--- config.mk ---
export PLATFORM = sky130hd
export DESIGN_NAME = eager_fanout_fork_flat
export DESIGN_NICKNAME = d
export VERILOG_FILES = /design/src/rtl/onyx_stream_pkg.sv /design/src/rtl/eager_fanout_fork_if.sv /design/src/rtl/fanout_target_decode.sv /design/src/rtl/eager_fanout_fork.sv /design/src/flat_wrapper.sv
export SDC_FILE = /design/constraint.sdc
export NUM_CORES = 1
export LEC_CHECK = 0
export CAP_MARGIN = 20
export CORE_AREA = 2 2 107 109
export DETAILED_ROUTE_END_ITERATION = 12
export DIE_AREA = 0 0 109 111
export PLACE_DENSITY_LB_ADDON = 0.3
export SLEW_MARGIN = 20
export SYNTH_ARGS = -nofsm -noshare
export SYNTH_HDL_FRONTEND = slang
export SYNTH_HIERARCHICAL = 1
export SYNTH_SLANG_ARGS = --single-unit
--- constraint.sdc ---
create_clock -name CLK -period 2.9 [get_ports CLK]
set_clock_uncertainty 0.1 [all_clocks]
set_input_delay 0.435 -clock CLK [delete_from_list [all_inputs] [get_ports CLK]]
set_output_delay 0.435 -clock CLK [all_outputs]
set_load 0.02 [all_outputs]
--- src/rtl/onyx_stream_pkg.sv ---
// -----------------------------------------------------------------------------
// onyx_stream_pkg
// Shared stream definitions for the broadcast fork and the downstream fanout
// ready-merge. Both blocks route a sink by the same select-field bit, so that
// bit lives here rather than in either block.
//   DATA_W       token width (16-bit payload + control/EOS bit)
//   SEL_BIT      bit of each per-sink select field that routes the stream
//   token_t      one stream token
//   fork_state_e fork occupancy: EMPTY (nothing held) / HOLD (token held)
// -----------------------------------------------------------------------------
package onyx_stream_pkg;

  localparam int DATA_W  = 17;
  localparam int SEL_BIT = 6;

  typedef logic [DATA_W-1:0] token_t;

  typedef enum logic {
    ST_EMPTY = 1'b0,
    ST_HOLD  = 1'b1
  } fork_state_e;

endpackage

--- src/rtl/eager_fanout_fork_if.sv ---
// -----------------------------------------------------------------------------
// eager_fanout_fork_if
// Stream bundle around the fork: one upstream valid/ready channel and a
// broadcast data bus with per-sink valid/ready.
//   in_data/in_valid/in_ready     upstream token channel
//   out_data                      held token, common to every sink
//   out_valid/out_ready           per-sink handshake, NUM_OUT wide
// modport slave  : the fork itself
// modport master : the environment (upstream producer + sinks)
// -----------------------------------------------------------------------------
interface eager_fanout_fork_if
  import onyx_stream_pkg::*;
#(
  parameter int NUM_OUT = 20
);

  token_t             in_data;
  logic               in_valid;
  logic               in_ready;
  token_t             out_data;
  logic [NUM_OUT-1:0] out_valid;
  logic [NUM_OUT-1:0] out_ready;

  modport slave (
    input  in_data, in_valid, out_ready,
    output in_ready, out_data, out_valid
  );

  modport master (
    output in_data, in_valid, out_ready,
    input  in_ready, out_data, out_valid
  );

endinterface

--- src/rtl/fanout_target_decode.sv ---
// -----------------------------------------------------------------------------
// fanout_target_decode
// Purely combinational: decides which sinks a token is routed to.
//   cfg_en   in   NUM_OUT          per-sink enable
//   cfg_sel  in   NUM_OUT*SEL_W    per-sink select, sink i at [i*SEL_W +: SEL_W]
//   target   out  NUM_OUT          sink i targeted = cfg_en[i] & sel_i[SEL_BIT]
// -----------------------------------------------------------------------------
module fanout_target_decode
  import onyx_stream_pkg::*;
#(
  parameter int NUM_OUT = 20,
  parameter int SEL_W   = 8
) (
  input  logic [NUM_OUT-1:0]       cfg_en,
  input  logic [NUM_OUT*SEL_W-1:0] cfg_sel,
  output logic [NUM_OUT-1:0]       target
);

  // Only SEL_BIT of each field matters here; the rest belongs to other users.
  logic unused_sel_bits;
  assign unused_sel_bits = ^cfg_sel;

  always_comb begin
    target = '0;
    for (int i = 0; i < NUM_OUT; i++) begin
      target[i] = cfg_en[i] & cfg_sel[i*SEL_W + SEL_BIT];
    end
  end

endmodule

--- src/rtl/eager_fanout_fork.sv ---
// -----------------------------------------------------------------------------
// eager_fanout_fork
// Registered one-to-many broadcast stage with eager per-sink delivery. A token
// is captured together with its target set; each targeted sink takes it in
// whatever cycle it is ready, and the token retires when the last one does.
//   CLK, ASYNCRESET   clock (rising edge), asynchronous active-high reset
//   bus (slave)       upstream token channel + broadcast data, per-sink vld/rdy
//   cfg_en, cfg_sel   static routing config, sampled only when a token loads
//   tok_cnt           tokens retired since reset, saturating at all-ones
// -----------------------------------------------------------------------------
module eager_fanout_fork
  import onyx_stream_pkg::*;
#(
  parameter int NUM_OUT = 20,
  parameter int SEL_W   = 8,
  parameter int CNT_W   = 16
) (
  input  logic                     CLK,
  input  logic                     ASYNCRESET,
  eager_fanout_fork_if.slave       bus,
  input  logic [NUM_OUT-1:0]       cfg_en,
  input  logic [NUM_OUT*SEL_W-1:0] cfg_sel,
  output logic [CNT_W-1:0]         tok_cnt
);

  fork_state_e        state_q, state_d;
  logic [NUM_OUT-1:0] pending_q, pending_d;
  token_t             data_q, data_d;
  logic [CNT_W-1:0]   cnt_q, cnt_d;

  logic [NUM_OUT-1:0] target;
  logic [NUM_OUT-1:0] fire;
  logic               full;
  logic               retire;
  logic               accept;

  function automatic logic [CNT_W-1:0] sat_inc(input logic [CNT_W-1:0] v);
    return (&v) ? v : v + CNT_W'(1);
  endfunction

  fanout_target_decode #(
    .NUM_OUT (NUM_OUT),
    .SEL_W   (SEL_W)
  ) u_decode (
    .cfg_en  (cfg_en),
    .cfg_sel (cfg_sel),
    .target  (target)
  );

  // State register: everything, data included, clears on reset so a token
  // caught mid-delivery is discarded at once.
  always_ff @(posedge CLK or posedge ASYNCRESET) begin
    if (ASYNCRESET) begin
      state_q   <= ST_EMPTY;
      pending_q <= '0;
      data_q    <= '0;
      cnt_q     <= '0;
    end else begin
      state_q   <= state_d;
      pending_q <= pending_d;
      data_q    <= data_d;
      cnt_q     <= cnt_d;
    end
  end

  // Outputs and handshake terms. out_valid comes only from registers, so it
  // never depends on out_ready; in_ready may, which gives same-cycle refill.
  always_comb begin
    full          = (state_q == ST_HOLD);
    bus.out_valid = full ? pending_q : '0;
    bus.out_data  = data_q;
    fire          = bus.out_valid & bus.out_ready;
    retire        = full && ((pending_q & ~fire) == '0);
    bus.in_ready  = !full || retire;
    accept        = bus.in_valid && bus.in_ready;
  end

  assign tok_cnt = cnt_q;

  // Next state. A token with an empty target set is accepted and dropped.
  always_comb begin
    state_d   = state_q;
    pending_d = pending_q;
    data_d    = data_q;
    cnt_d     = retire ? sat_inc(cnt_q) : cnt_q;
    unique case (state_q)
      ST_EMPTY: begin
        if (accept && (target != '0)) begin
          data_d    = bus.in_data;
          pending_d = target;
          state_d   = ST_HOLD;
        end
      end
      ST_HOLD: begin
        if (!retire) begin
          pending_d = pending_q & ~fire;
        end else if (accept && (target != '0)) begin
          data_d    = bus.in_data;
          pending_d = target;
        end else begin
          pending_d = '0;
          state_d   = ST_EMPTY;
        end
      end
      default: begin
        state_d   = ST_EMPTY;
        pending_d = '0;
      end
    endcase
  end

endmodule

--- src/flat_wrapper.sv ---
// flat-port wrapper written by rule: the top's interface ports become plain ports
module eager_fanout_fork_flat import onyx_stream_pkg::*;
#(
  parameter int NUM_OUT = 20,
  parameter int SEL_W   = 8,
  parameter int CNT_W   = 16
)
  (CLK, ASYNCRESET, cfg_en, cfg_sel, tok_cnt, bus_in_data, bus_in_valid, bus_out_ready, bus_in_ready, bus_out_data, bus_out_valid);
  eager_fanout_fork_if #(.NUM_OUT(NUM_OUT)) bus_i ();
  input  logic CLK;
  input  logic ASYNCRESET;
  input  logic [NUM_OUT-1:0] cfg_en;
  input  logic [NUM_OUT*SEL_W-1:0] cfg_sel;
  output logic [CNT_W-1:0] tok_cnt;
  input wire logic [$bits(bus_i.in_data)-1:0] bus_in_data;
  input wire logic [$bits(bus_i.in_valid)-1:0] bus_in_valid;
  input wire logic [$bits(bus_i.out_ready)-1:0] bus_out_ready;
  output wire logic [$bits(bus_i.in_ready)-1:0] bus_in_ready;
  output wire logic [$bits(bus_i.out_data)-1:0] bus_out_data;
  output wire logic [$bits(bus_i.out_valid)-1:0] bus_out_valid;
  assign bus_i.in_data = bus_in_data;
  assign bus_i.in_valid = bus_in_valid;
  assign bus_i.out_ready = bus_out_ready;
  assign bus_in_ready = bus_i.in_ready;
  assign bus_out_data = bus_i.out_data;
  assign bus_out_valid = bus_i.out_valid;
  eager_fanout_fork #(.NUM_OUT(NUM_OUT), .SEL_W(SEL_W), .CNT_W(CNT_W)) u_core (.CLK(CLK), .ASYNCRESET(ASYNCRESET), .bus(bus_i), .cfg_en(cfg_en), .cfg_sel(cfg_sel), .tok_cnt(tok_cnt));
endmodule
==> metrics.yaml <==
status:
  run_status: "finished clean"
floorplan:
  io_pins: 274
  die_area_um2: 12100
  coreArea_um2: 11100
  starting_density_pct: 26.5
  die_y_um: 111
  die_w_um: 109
  core.rowCount: 39
synthesis:
  synth-compound-area-share_pct: 13.0
  synth_simple_gate_area_share_pct: 23.6
  synthesis.area_per_instance_um2: 10.5
  syn-instance-count: 280
  post_synth_most_frequent_cells: "sky130_fd_sc_hd__dfrtp_1, sky130_fd_sc_hd__and2_1, sky130_fd_sc_hd__nand2_1"
  share_of_synthesized_area_occupied_by_flip_flops_and_latches_pct: 46.0
  synth-async-reset-ratio_pct: 100
  dominant_combinational_cell_family_by_area_after_synthesis: "simple AND/OR/NAND/NOR gates"
  synth_fp_nets: 501
  synth.mux.area_fraction_pct: 8.85
  post_synth_instance_area_um2: 2940
  synth-main-ff-cell: "sky130_fd_sc_hd__dfrtp_1"
  number_of_synthesized_register_bits: 54
  netlist-cell-type-count: 45
  number_of_flops_mapped_to_enable_cells_by_yosys: 0
  synthDominantCellAreaShare_pct: 46.0
  most_common_cell_in_the_synthesized_netlist: "sky130_fd_sc_hd__dfrtp_1"
  synth.yosys.warnings: 6
  netlist.top_cell.by_area: "sky130_fd_sc_hd__dfrtp_1"
  yosys-top-cells-area: "sky130_fd_sc_hd__dfrtp_1, sky130_fd_sc_hd__and2_1, sky130_fd_sc_hd__mux2_4"
  synth-xor-area-share_pct: 4.17
  synth-adder-area-share_pct: 0.426
sta:
  timing.max_slew.rel_slack_pct: 60.4
  final.min_clock_period_ns: 2.83
  timing.fmax_ghz: 0.354
  number_of_pins_exceeding_their_max_slew_limit_in_the_final_report: 0
  fin_tns_setup_ns: 0
  worst-slew-pin-transition_ns: 0.593
  timing.final.crit_share_pct: 97.5
  hold_viol: 0
  postLayoutSetupSlackWorst_ns: 0.0713
  worst_hold_slack_ns: 0.394
  finalSetupViolCount: 0
power:
  power_frac_clock_pct: 15.2
  worst_ir_drop_vdd_mv: 0.524
  combinationalPowerShare_pct: 57.5
  cellInternalPower_mw: 2.80
  cellLeakagePower_nw: 2.01
  power.switching_mw: 1.63
  power.share.switching_pct: 36.9
  power.density_cell_area_nw_per_um2: 927
  pwr-share-seq_pct: 27.3
placement:
  detailedPlacementHpwl_um: 6830
  portBuffers: 133
  globalplace.congestion: 0.805
  pre_cts_ws_ns: -0.362
drt:
  totalWireLength_um: 8960
  drt_pass1_iterations: 4
  ant_nets: 0
  via_count: 2744
  post-route-drc-count: 0
  routed_via_density: 4.76
  dr.first_iter.drc_count: 112
  wire_per_inst_um: 15.6
critical_path:
  worst_ep_arrival_time_ns: 2.90
  criticalPathCategory: "in2reg"
  timing.critical_path.fanout_max: 9
  required_ns: 2.97
  timing.critical_path.to_type: "flop"
  startpoint_type: "primary input"
cts:
  clk_path_buf_depth: 2
  h-tree-depth: 2
  clk_transition_reported_paths_ns: 0.07
  tritoncts_clock_tree: "yes"
  root_buffer: "sky130_fd_sc_hd__clkbuf_16"
  tritoncts.num_buffers: 5
  clock_latency_ns: 0.28
  tritoncts_num_sinks: 54
global_route:
  grt_first_pass_wirelength_um: 13600
  antenna_violations_before_repair: 2
  grt_usage_pct: 14.2
  first_global_vias: 2698
  grt_overflow: 0
  grt_start_max_net_pins: 30
cells_and_area:
  area_growth_syn_to_layout_pct: 62.7
  final_stage_net_count: 651
  fraction_of_the_core_area_covered_by_cells_at_the_end_of_the_flow_pct: 43.2
  drive_above_1_share_pct: 13.9
min_path:
  worstHoldPathType: "reg2reg"
run:
  maxcap_viol_count: 0
layout by cell type (no fill, tap or decap), types with 2 or more instances in the layout:
cell type	synthesis	layout
sky130_fd_sc_hd__and2_1	43	43
sky130_fd_sc_hd__xor2_1	6	6
sky130_fd_sc_hd__buf_12	1	3
sky130_fd_sc_hd__buf_4	1	19
sky130_fd_sc_hd__and3_1	5	5
sky130_fd_sc_hd__nor2b_1	2	2
sky130_fd_sc_hd__dfrtp_1	54	53
sky130_fd_sc_hd__mux2_4	10	10
sky130_fd_sc_hd__nand2_1	14	14
sky130_fd_sc_hd__nor3_1	7	7
sky130_fd_sc_hd__a221oi_1	6	6
sky130_fd_sc_hd__nand2b_1	10	9
sky130_fd_sc_hd__clkbuf_16	0	6
sky130_fd_sc_hd__nor4_1	5	5
sky130_fd_sc_hd__mux2_2	8	8
sky130_fd_sc_hd__a21boi_0	2	2
sky130_fd_sc_hd__a21oi_1	4	4
sky130_fd_sc_hd__mux2i_1	2	2
sky130_fd_sc_hd__nand3_1	13	13
sky130_fd_sc_hd__clkdlybuf4s50_1	0	132
sky130_fd_sc_hd__o221ai_1	3	3
sky130_fd_sc_hd__inv_1	7	6
sky130_fd_sc_hd__a31o_2	2	2
sky130_fd_sc_hd__a22o_1	10	10
sky130_fd_sc_hd__o21ai_0	11	11
sky130_fd_sc_hd__nor2_1	5	5
sky130_fd_sc_hd__nand4_1	9	9
sky130_fd_sc_hd__a31oi_1	5	5
sky130_fd_sc_hd__diode_2	0	2
sky130_fd_sc_hd__xnor2_1	8	8
kinds of logic after synthesis:
kind of cell	after synthesis
flops	54
xor+xnor	14
mux	20
simple gates	119
buf+inv	21
fa+ha+maj	1
compound gates	51
worst paths after layout:
path                                       from                      to  slack (ns)  cells past startpoint
max                            bus_out_ready[3]  u_core/bus.out_data[4]        0.07                      9
min                           u_core/tok_cnt[7]       u_core/tok_cnt[7]        0.39                      1
max reg2reg                u_core/pending_q[17]      u_core/tok_cnt[12]        0.27                     10
min reg2reg                   u_core/tok_cnt[7]       u_core/tok_cnt[7]        0.39                      1
max in group asynchronous            ASYNCRESET             u_core/full        1.68                      3
min in group asynchronous            ASYNCRESET      u_core/tok_cnt[15]        0.44                      2
flip-flops by register name, summed over array words and instances (netlist names):
signal,cells
u_core/bus.out_data,17
u_core/full,1
u_core/pending_q,20
u_core/tok_cnt,16
what timing repair did:
action,CTS,global route
resized for setup,3,8
hold buffers,0,0
endpoints found under the setup margin,10,25
buffers inserted,0,3
cloned,0,1
pin swaps,1,3
routing by layer:
| layer | global-route usage [%] | wire [um] | vias up | share of wire (%) |
|---|---|---|---|---|
| met4 | 2.05 | 24 | 0 | 0.27 |
| met3 | 4.59 | 800 | 2 | 8.9 |
| met2 | 22.6 | 4110 | 101 | 46 |
| met5 | 0 | 0 | - | 0 |
| met1 | 19.0 | 4030 | 1329 | 45 |
| li1 | - | - | 1312 | - |
per-stage QoR:
step                cells  instance area [um2]  power [mW]
finish                576                 4780        4.43
global route          574                 4780        4.70
CTS                   570                 4720        4.33
detailed placement    562                 4550        3.64
global placement      562                 4550        3.60
floorplan             280                 2940        2.55
area by class of cell:
type | count | area, um2
well taps | 143 | 179
multi-input cells | 205 | 1490
clock buffers | 6 | 129
repair buffers | 157 | 1570
flip-flops and latches | 54 | 1350
diodes | 2 | 5.00
clock inverters | 2 | 37.5
fillers | 1090 | 6290
inverters | 7 | 26.3
critical path, cell delays in order:
cell,delay (ns)
sky130_fd_sc_hd__clkdlybuf4s50_1,0.46
sky130_fd_sc_hd__nand2b_1,0.15
sky130_fd_sc_hd__o2111ai_1,0.12
sky130_fd_sc_hd__or4b_4,0.57
sky130_fd_sc_hd__o31ai_4,0.32
sky130_fd_sc_hd__buf_6,0.15
sky130_fd_sc_hd__and2b_4,0.21
sky130_fd_sc_hd__clkbuf_16,0.19
sky130_fd_sc_hd__mux2_4,0.30
power groups by stage:
stage,Combinational [mW],Clock (mW),Sequential (mW)
after global placement,2.39,0,1.20
final,2.55,0.675,1.21
after detailed placement,2.42,0,1.22
after floorplan,1.18,0,1.37
after CTS,2.43,0.699,1.21
after global routing,2.72,0.733,1.24
Power figures use the tool's default switching activity.
